### config.mk
export PLATFORM = sky130hd
export DESIGN_NAME = uart_rx
export DESIGN_NICKNAME = d
export VERILOG_FILES = /design/src/rtl/uart_rx_pkg.sv /design/src/rtl/uart_rx_fifo.sv /design/src/rtl/uart_rx.sv
export SDC_FILE = /design/constraint.sdc
export NUM_CORES = 1
export LEC_CHECK = 0
export BUFFER_PORTS_ARGS = -buffer_cell sky130_fd_sc_hd__buf_2
export CORE_UTILIZATION = 59
export DETAILED_ROUTE_END_ITERATION = 6
export PLACE_DENSITY = 0.81
export SLEW_MARGIN = 15
export SYNTH_ARGS = -nofsm -noshare
export SYNTH_HDL_FRONTEND = slang
export SYNTH_HIERARCHICAL = 1
export SYNTH_SLANG_ARGS = --single-unit
### constraint.sdc
create_clock -name clk -period 6.1 [get_ports clk]
set_input_delay 0.305 -clock clk [delete_from_list [all_inputs] [get_ports clk]]
set_output_delay 0.305 -clock clk [all_outputs]
set_load 0.005 [all_outputs]
### src/rtl/uart_rx_pkg.sv
// Shared definitions for the memory-mapped UART receiver: register decode,
// STATUS bit positions and receive FSM state encodings.
package uart_rx_pkg;

  // mem_addr bit that selects STATUS (1) versus DATA (0)
  localparam int REG_SEL_BIT = 2;

  localparam int STAT_NOT_EMPTY = 0;
  localparam int STAT_FULL      = 1;
  localparam int STAT_OVERRUN   = 2;
  localparam int STAT_FRAMING   = 3;
  localparam int STAT_COUNT_LSB = 8;

  typedef enum logic [1:0] {
    RX_IDLE  = 2'd0,
    RX_START = 2'd1,
    RX_DATA  = 2'd2,
    RX_STOP  = 2'd3
  } rx_state_t;

  function automatic logic [31:0] pack_status(input logic       not_empty,
                                              input logic       full,
                                              input logic       overrun,
                                              input logic       framing,
                                              input logic [7:0] count);
    logic [31:0] s;
    s                         = '0;
    s[STAT_NOT_EMPTY]         = not_empty;
    s[STAT_FULL]              = full;
    s[STAT_OVERRUN]           = overrun;
    s[STAT_FRAMING]           = framing;
    s[STAT_COUNT_LSB +: 8]    = count;
    return s;
  endfunction

endpackage

### src/rtl/uart_rx_fifo.sv
// Receive byte FIFO with first-word-fall-through output. Pointers carry one
// extra wrap bit so full and empty are distinguishable without a counter.
module uart_rx_fifo #(
  parameter int DEPTH = 8
) (
  input  logic                     clk,
  input  logic                     resetn,
  input  logic                     push,
  input  logic [7:0]               din,
  input  logic                     pop,
  output logic [7:0]               dout,
  output logic                     full,
  output logic                     empty,
  output logic [$clog2(DEPTH):0]   count
);

  localparam int AW = $clog2(DEPTH);

  logic [7:0]  mem [DEPTH];
  logic [AW:0] wptr;
  logic [AW:0] rptr;
  logic        do_push;
  logic        do_pop;

  // A pop frees the slot this cycle, so a push into a full FIFO may proceed
  assign do_pop  = pop & ~empty;
  assign do_push = push & (~full | do_pop);

  always_ff @(posedge clk) begin
    if (do_push) mem[wptr[AW-1:0]] <= din;
  end

  always_ff @(posedge clk or negedge resetn) begin
    if (!resetn) begin
      wptr <= '0;
      rptr <= '0;
    end else begin
      if (do_push) wptr <= wptr + 1'b1;
      if (do_pop)  rptr <= rptr + 1'b1;
    end
  end

  assign empty = (wptr == rptr);
  assign full  = (wptr[AW] != rptr[AW]) && (wptr[AW-1:0] == rptr[AW-1:0]);
  assign count = wptr - rptr;
  assign dout  = mem[rptr[AW-1:0]];

endmodule

### src/rtl/uart_rx.sv
// 8N1 UART receiver on the picorv32 bus: synchroniser, mid-bit sampling FSM,
// receive FIFO and DATA/STATUS registers with a one-cycle registered ack.
//
// state    | meaning
// RX_IDLE  | line idle, waiting for a falling edge
// RX_START | half-bit wait, then confirm start bit is still low
// RX_DATA  | sample 8 data bits LSB-first, one per bit period
// RX_STOP  | sample stop bit, push byte or flag framing error
module uart_rx
  import uart_rx_pkg::*;
#(
  parameter int CLK_FREQ   = 100000000,
  parameter int BAUD       = 115200,
  parameter int FIFO_DEPTH = 8
) (
  input  logic        clk,
  input  logic        resetn,
  input  logic        enable,
  input  logic        mem_valid,
  output logic        mem_ready,
  input  logic        mem_instr,
  input  logic [31:0] mem_addr,
  input  logic [3:0]  mem_wstrb,
  input  logic [31:0] mem_wdata,
  output logic [31:0] mem_rdata,
  input  logic        serialIn
);

  localparam int BAUD_DIV = CLK_FREQ / BAUD;
  localparam int BW       = $clog2(BAUD_DIV);
  localparam int CW       = $clog2(FIFO_DEPTH) + 1;
  localparam logic [BW-1:0] BIT_RELOAD  = BW'(BAUD_DIV - 1);
  localparam logic [BW-1:0] HALF_RELOAD = BW'(BAUD_DIV / 2 - 1);

  logic rx_meta, rx_sync, rx_prev, rx_fall;

  always_ff @(posedge clk or negedge resetn) begin
    if (!resetn) begin
      rx_meta <= 1'b1;
      rx_sync <= 1'b1;
      rx_prev <= 1'b1;
    end else begin
      rx_meta <= serialIn;
      rx_sync <= rx_meta;
      rx_prev <= rx_sync;
    end
  end

  assign rx_fall = rx_prev & ~rx_sync;

  rx_state_t     state, state_nxt;
  logic [BW-1:0] bcnt, bcnt_nxt;
  logic [2:0]    bidx, bidx_nxt;
  logic [7:0]    shreg, shreg_nxt;
  logic          rx_done, frm_set;

  always_ff @(posedge clk or negedge resetn) begin
    if (!resetn) begin
      state <= RX_IDLE;
      bcnt  <= '0;
      bidx  <= '0;
      shreg <= '0;
    end else begin
      state <= state_nxt;
      bcnt  <= bcnt_nxt;
      bidx  <= bidx_nxt;
      shreg <= shreg_nxt;
    end
  end

  always_comb begin
    state_nxt = state;
    bcnt_nxt  = bcnt;
    bidx_nxt  = bidx;
    shreg_nxt = shreg;
    rx_done   = 1'b0;
    frm_set   = 1'b0;
    case (state)
      RX_IDLE: begin
        if (rx_fall) begin
          bcnt_nxt  = HALF_RELOAD;
          state_nxt = RX_START;
        end
      end
      RX_START: begin
        if (bcnt != '0) begin
          bcnt_nxt = bcnt - 1'b1;
        end else if (!rx_sync) begin
          bcnt_nxt  = BIT_RELOAD;
          bidx_nxt  = '0;
          state_nxt = RX_DATA;
        end else begin
          state_nxt = RX_IDLE;
        end
      end
      RX_DATA: begin
        if (bcnt != '0) begin
          bcnt_nxt = bcnt - 1'b1;
        end else begin
          shreg_nxt = {rx_sync, shreg[7:1]};
          bcnt_nxt  = BIT_RELOAD;
          bidx_nxt  = bidx + 1'b1;
          if (bidx == 3'd7) state_nxt = RX_STOP;
        end
      end
      RX_STOP: begin
        if (bcnt != '0) begin
          bcnt_nxt = bcnt - 1'b1;
        end else begin
          rx_done   = rx_sync;
          frm_set   = ~rx_sync;
          state_nxt = RX_IDLE;
        end
      end
      default: state_nxt = RX_IDLE;
    endcase
  end

  logic          fifo_push, fifo_pop, fifo_full, fifo_empty;
  logic [7:0]    fifo_dout;
  logic [CW-1:0] fifo_count;
  logic          ovr_set;

  assign fifo_push = rx_done & (~fifo_full | fifo_pop);
  assign ovr_set   = rx_done & fifo_full & ~fifo_pop;

  uart_rx_fifo #(.DEPTH(FIFO_DEPTH)) u_fifo (
    .clk    (clk),
    .resetn (resetn),
    .push   (fifo_push),
    .din    (shreg),
    .pop    (fifo_pop),
    .dout   (fifo_dout),
    .full   (fifo_full),
    .empty  (fifo_empty),
    .count  (fifo_count)
  );

  logic        bus_req, is_write, sel_status;
  logic        ready_q, pop_pend, clr_pend, status_clr;
  logic        overrun, framing;
  logic [31:0] rdata_q, status_word, data_word;

  assign bus_req    = mem_valid & enable & ~mem_ready;
  assign is_write   = |mem_wstrb;
  assign sel_status = mem_addr[REG_SEL_BIT];

  assign status_word = pack_status(~fifo_empty, fifo_full, overrun, framing, 8'(fifo_count));
  assign data_word   = fifo_empty ? 32'h0 : {23'b0, 1'b1, fifo_dout};

  // Pop/clear decisions are taken against the request-cycle state and
  // applied in the ack cycle, so a byte landing in between is never lost.
  always_ff @(posedge clk or negedge resetn) begin
    if (!resetn) begin
      ready_q  <= 1'b0;
      pop_pend <= 1'b0;
      clr_pend <= 1'b0;
      rdata_q  <= '0;
    end else begin
      ready_q  <= bus_req;
      pop_pend <= bus_req & ~is_write & ~sel_status & ~fifo_empty;
      clr_pend <= bus_req & is_write & sel_status;
      if (bus_req && !is_write) rdata_q <= sel_status ? status_word : data_word;
      else                      rdata_q <= '0;
    end
  end

  assign fifo_pop   = pop_pend & enable;
  assign status_clr = clr_pend & enable;

  always_ff @(posedge clk or negedge resetn) begin
    if (!resetn) begin
      overrun <= 1'b0;
      framing <= 1'b0;
    end else begin
      overrun <= ovr_set | (overrun & ~status_clr);
      framing <= frm_set | (framing & ~status_clr);
    end
  end

  assign mem_ready = ready_q & enable;
  assign mem_rdata = enable ? rdata_q : 32'h0;

  logic unused_bus_bits;
  assign unused_bus_bits = ^{mem_instr, mem_wdata, mem_addr[31:3], mem_addr[1:0]};

endmodule

Yosys cells after proc, flatten, opt, wreduce, memory -nomap -nowiden

Memories as Yosys holds them, arrays and structs flattened.
Cells that the tools add are included.

Mux-type cells: 27
Add/subtract/negate cells: 5
Bitwise gates (word level): 31
Reduce and logical (&&, ||, !) cells: 11
Equality and inequality tests: 15

Operator list:

| operator                | number |
|---|---|
| $mux W10                | 5 |
| $pmux W10 S4            | 1 |
| $mux W32                | 1 |
| $mux W12                | 2 |
| $and A1 B1 Y1           | 18 |
| $ne A2 B2 Y1 const B    | 7 |
| $mux W2                 | 6 |
| $reduce_bool A10 Y1     | 1 |
| $sub A10 B1 Y10 const B | 1 |
| $mux W3                 | 3 |
| $mux W9                 | 1 |
| $not A1 Y1              | 9 |
| $add A4 B1 Y4 const B   | 2 |
| $pmux W2 S4             | 1 |
| $mux W1                 | 6 |
| $pmux W3 S2             | 1 |
| $reduce_and A5 Y1       | 1 |
| $eq A2 B2 Y1 const B    | 2 |
| $eq A4 B4 Y1            | 1 |
| $or A1 B1 Y1            | 4 |
| $reduce_and A4 Y1       | 1 |
| $reduce_or A4 Y1        | 1 |
| $sub A4 B4 Y4           | 1 |
| $add A3 B1 Y3 const B   | 1 |
| 11 further kinds        | 12 |

Output and inout bits: 33
RAM bits: 64
Memories: 1
Flip-flop bits (word level): 71

Memories:

| name       | words | bits a word | read ports | clocked after Yosys merged registers in | write ports | RTL line           | text |
|---|---|---|---|---|---|---|---|
| u_fifo.mem | 8     | 8           | 1          | 0                                       | 1           | uart_rx_fifo.sv:19 | `logic [7:0] mem [DEPTH];` |

Depth between registers and ports, before layout

Word-level depth: 8
Depth in mapped cells: 10
Mapped depth without buffers: 8

By module

Netlist, hierarchy kept.

Modules (own cells, without submodules):

| module       | sequential area each (um^2) | area an instance (um^2) | instances | cells each |
|---|---|---|---|---|
| uart_rx_fifo | 2,122.0                     | 2,961.6                 | 1         | 169 |
| uart_rx      | 1,079.8                     | 2,357.3                 | 1         | 225 |

Worst setup path before layout

OpenSTA, ideal clock, no wires.

Path type: register to register
Start point: register u_fifo.rptr[1]
End point: memory u_fifo.mem[2][0] (enable)
Data arrival time: 2,847 ps
Path buffers: 2
Period minus slack after synthesis: 3,241 ps
Cell stages (with the launch flop): 10
Path slack: 2,859 ps
Path through: dfrtp_1 > buf_2 > buf_1 > inv_1 > ha_1 > nand3_1 > nor2_1 > a21oi_1 > nand2_1 > nor4_1

Longest elaborated chain between the ends: 8
Elaborated cells between the ends (all ways): 12
Those cells by class: eq/ne (2); mux (2); bitwise (7); reduce/logical (1)

Ends and longest elaborated chain:

| element                       | RTL line           | text |
|---|---|---|
| start, declared               | uart_rx_fifo.sv:21 | `logic [AW:0] rptr;` |
| start signal, assigned        | uart_rx_fifo.sv:39 | `if (do_pop) rptr <= rptr + 1'b1;` |
| $eq A3 B3 Y1                  | uart_rx_fifo.sv:44 | `assign full = (wptr[AW] != rptr[AW]) && (wptr[AW-1:0] == rptr[AW-1:0]);` |
| $logic_and A1 B1 Y1           | uart_rx_fifo.sv:44 |  |
| named net fifo_full           | uart_rx.sv:119     | `logic fifo_push, fifo_pop, fifo_full, fifo_empty;` |
| $not A1 Y1                    | uart_rx.sv:124     | `assign fifo_push = rx_done & (~fifo_full \| fifo_pop);` |
| $or A1 B1 Y1                  | uart_rx.sv:124     |  |
| $and A1 B1 Y1                 | uart_rx.sv:124     |  |
| named net fifo_push           | uart_rx.sv:119     |  |
| $and A1 B1 Y1                 | uart_rx_fifo.sv:27 | `assign do_push = push & (~full \| do_pop);` |
| $mux W1                       | uart_rx_fifo.sv:30 | `if (do_push) mem[wptr[AW-1:0]] <= din;` |
| $mux W1 (not written as such) | uart_rx_fifo.sv:30 |  |
| end, declared                 | uart_rx_fifo.sv:19 |  |

The timed path passes the listed nets, and every way through them passes these cells.

Worst setup path in the final report

Start point: register u_fifo.rptr[1]
End point: memory u_fifo.mem[7][0] (enable)

The elaborated chain is that of the path after synthesis.

==> results_dict.tcl <==
set metrics [dict create \
    final_hold_viol_count 0 \
    critPathCaptureType "flop" \
    distinct_cell_type_count_after_synthesis 63 \
    timing.final.crit_period_ns 3.566 \
    timing.fmax_mhz 280.5 \
    yosysWarningCount 6 \
    grt_usage_pct 24.52 \
    synthArstFlopShare_pct 44.35 \
    synth_area_leader_cell "edfxtp_1" \
    post-place-ws_ns 2.685 \
    initial_core_util_pct 60.99 \
    ys_seq_area_share_pct 60.20 \
    drt_drc_violations_left 0 \
    fin_worst_skew_ns 0.01205 \
    most_used_standard_cells_in_the_synthesized_netlist "edfxtp_1 (64), dfrtp_1 (48), nand2_1 (39)" \
    synthTopCellsByArea "edfxtp_1 (36%), dfrtp_1 (23%), mux4_2 (6.8%)" \
    syn_area_um2 5319 \
    setup.worst_path.class "flop to flop" \
    reg2reg_slack_ns 2.53 \
    hold-path-cell-count 2 \
    hold_start "mem_addr[2]" \
    ios 107 \
    final_min_period_over_clock_period_pct 58.45 \
    critPathSlowestCell "dfrtp_1" \
    clock_tree.buffer_depth 2 \
    first_iter_violations 235 \
    clkSlewWorstSetupHoldPaths_ns 0.05 \
    post-dp-hpwl_mm 6.474 \
    via_count 3370 \
    syn_avg_cell_area_um2 13.50 \
    p_leak_uw 0.002558 \
    crit_path_start_kind "flop" \
    slew_violations 0 \
    max_cap_violations 0 \
    hold_path.class "input port to flop" \
    setup_viol 0 \
    fp.coreArea_um2 8721 \
    routabilityCongestion 0.8340 \
    ant_nets 0 \
    routed_wirelength_mm 10.77 \
    worstReg2RegStart "u_fifo/rptr[1]$_DFFE_PN0P_" \
    placement.cell_area_um2 5484 \
    grt_first_pass_wirelength_mm 17.27 \
    initial_antenna_violation_count 0 \
    unrepaired_setup_endpoints_after_global_routing "false" \
    worst_case_hold_path_end_point "pop_pend$_DFF_PN0_" \
    critical_path.n_buffers_inverters 1 \
    cts-root-buf "clkbuf_8" \
    grt-ovfl-total 0 \
    path_delay_family "simple AND/OR/NAND/NOR gates" \
    tritoncts.num_buffers 17 \
    total_power_uw 2345 \
    ys_seq_elements 115 \
    fp.dieW_um 96.95 \
    routed_wire_length_per_instance_um 19.44 \
    clock-sinks 115 \
    final_design_area_no_fill_um2 6087 \
    layout-drive-gt1-share_pct 22.20 \
    worstReg2RegEnd "u_fifo/mem[7][0]$_DFFE_PP_" \
    max_stage_delay_ns 1.01 \
    rows 34 \
    dominantRegCellSynth "edfxtp_1" \
    worst_slew_margin_rel_pct 32.29 \
    first_pass_iters 5 \
    timing.reg2reg.worst_path_depth 7 \
    crit_fanout 21 \
    grt_start_max_net_pins 52 \
    first_global_vias 3302 \
    tritoncts "built" \
    worst_hold_slack_ns 0.08953 \
    fp.dieH_um 96.95 \
    fp.dieArea_um2 9398 \
    layout-area-overhead-vs-synth_pct 14.44 \
    finalNetCount 522 \
    worst-endpoint-arrival_ns 3.70 \
    clk_latency_ns 0.52 \
    portBuffers 22 \
    worst_ep_required_time_ns 6.23 \
    synth.top_cell.area_share_pct 36.13 \
    worst_slew_pin_slew_ns 1.016 \
    htreeDepth 4 \
    worstPathCellList "inv_1 -> ha_1 -> nand3_1 -> nor2_1 -> a21oi_1 -> nand3_1 -> nor2_1" \
    run_status "finished, final reports clean" \
    power_density_nw_per_um2 385.3 \
    cts_resized 0 \
    setup_tns_ns 0 \
    synth_enable_flop_cells 64 \
    layout_setup_ws_ns 2.534 \
    antenna-diode-count 0 \
    synth_most_common_cell "edfxtp_1" \
    via_to_cell_ratio 6.083 \
    number_of_instances_in_the_synthesized_netlist 394 \
    vdd_drop_max_mv 0.1594 \
]
cell type report:
type | instances | area (um^2)
repair buffers | 34 | 205.2
fillers | 557 | 2634
clock inverters | 12 | 157.7
flip-flops and latches | 115 | 3202
clock buffers | 20 | 425.4
inverters | 24 | 90.09
multi-input cells | 241 | 1872
well taps | 108 | 135.1
timing repair:
action	4_1_cts	5_1_grt
hold endpoints to repair	49	0
hold buffers	2	0
setup buffers	0	0
metal layers:
layer	global-route usage, %	up-vias	part of all wire [%]
met5	0	-	0
met4	11.60	0	2.1
met3	5.491	25	5.6
met2	37.27	156	48
met1	33.91	1693	44
li1	-	1496	-
cells in the final DEF (no fill, tap or decap), types with 4 or more instances in the layout:
cell / n
nor2_1: 13
mux4_2: 16
dfrtp_1: 48
ha_1: 14
nor4_1: 6
and2_1: 20
xnor2_1: 7
nand3_1: 7
inv_1: 23
nand4_1: 4
buf_2: 22
a21oi_1: 8
nor3_1: 9
buf_4: 10
nand2_1: 39
edfxtp_1: 64
o22ai_1: 5
conb_1: 20
a211oi_1: 5
a22o_1: 4
o21ai_0: 6
mux2_2: 8
clkbuf_16: 16
flip-flops by register name, summed over array words and instances, names as in the netlist, named ones only:
name         cells
state            1
rdata_q         12
bcnt            10
u_fifo/mem      64
u_fifo/wptr      4
rx_meta          1
pop_pend         1
u_fifo/rptr      4
clr_pend         1
framing          1
rx_prev          1
ready_q          1
rx_sync          1
overrun          1
shreg            8
bidx             3
worst max-delay path by stage:
| stage | endpoint | slack [ns] | start | depth (start not counted) |
|---|---|---|---|---|
| 2_1_floorplan | u_fifo/mem[2][0]$_DFFE_PP_ | 2.86 | u_fifo/rptr[1]$_DFFE_PN0P_ | 9 |
| 3_3_place_gp | u_fifo/mem[7][6]$_DFFE_PP_ | 2.70 | u_fifo/rptr[1]$_DFFE_PN0P_ | 7 |
| 3_5_place_dp | u_fifo/mem[7][4]$_DFFE_PP_ | 2.68 | u_fifo/rptr[1]$_DFFE_PN0P_ | 7 |
| 4_1_cts | u_fifo/mem[7][0]$_DFFE_PP_ | 2.60 | u_fifo/rptr[1]$_DFFE_PN0P_ | 7 |
| 5_1_grt | u_fifo/mem[7][3]$_DFFE_PP_ | 2.37 | u_fifo/rptr[1]$_DFFE_PN0P_ | 7 |
| 6_report | u_fifo/mem[7][0]$_DFFE_PP_ | 2.53 | u_fifo/rptr[1]$_DFFE_PN0P_ | 7 |
per-stage QoR:
step                instances  util [%]
detailed placement        520     62.88
finish                    554     69.80
global placement          520     62.88
floorplan                 413         -
CTS                       554     69.80
global route              554     69.80
power breakdown:
| part | total [uW] | internal (uW) | switching (uW) |
|---|---|---|---|
| Sequential | 919 | 862 | 56.9 |
| Combinational | 457 | 183 | 274 |
| Clock | 970 | 623 | 346 |
| Total | 2350 | 1670 | 677 |
cell families (layout without fill, tap and decap cells):
| kind of cell | count (synthesis) | in the layout | synth area share (%) |
|---|---|---|---|
| AOI/OAI and AO/OA | 49 | 49 | 6.775 |
| xor gates and xnor gates | 10 | 10 | 1.647 |
| adders and majority gates | 15 | 15 | 3.670 |
| buffers and inverters | 57 | 90 | 5.951 |
| DFF | 115 | 115 | 60.20 |
| muxes | 30 | 30 | 9.739 |
| other | 1 | 20 | 0.07050 |
| and+or+nand+nor | 117 | 117 | 11.95 |
(Power assumes the default switching activity.)
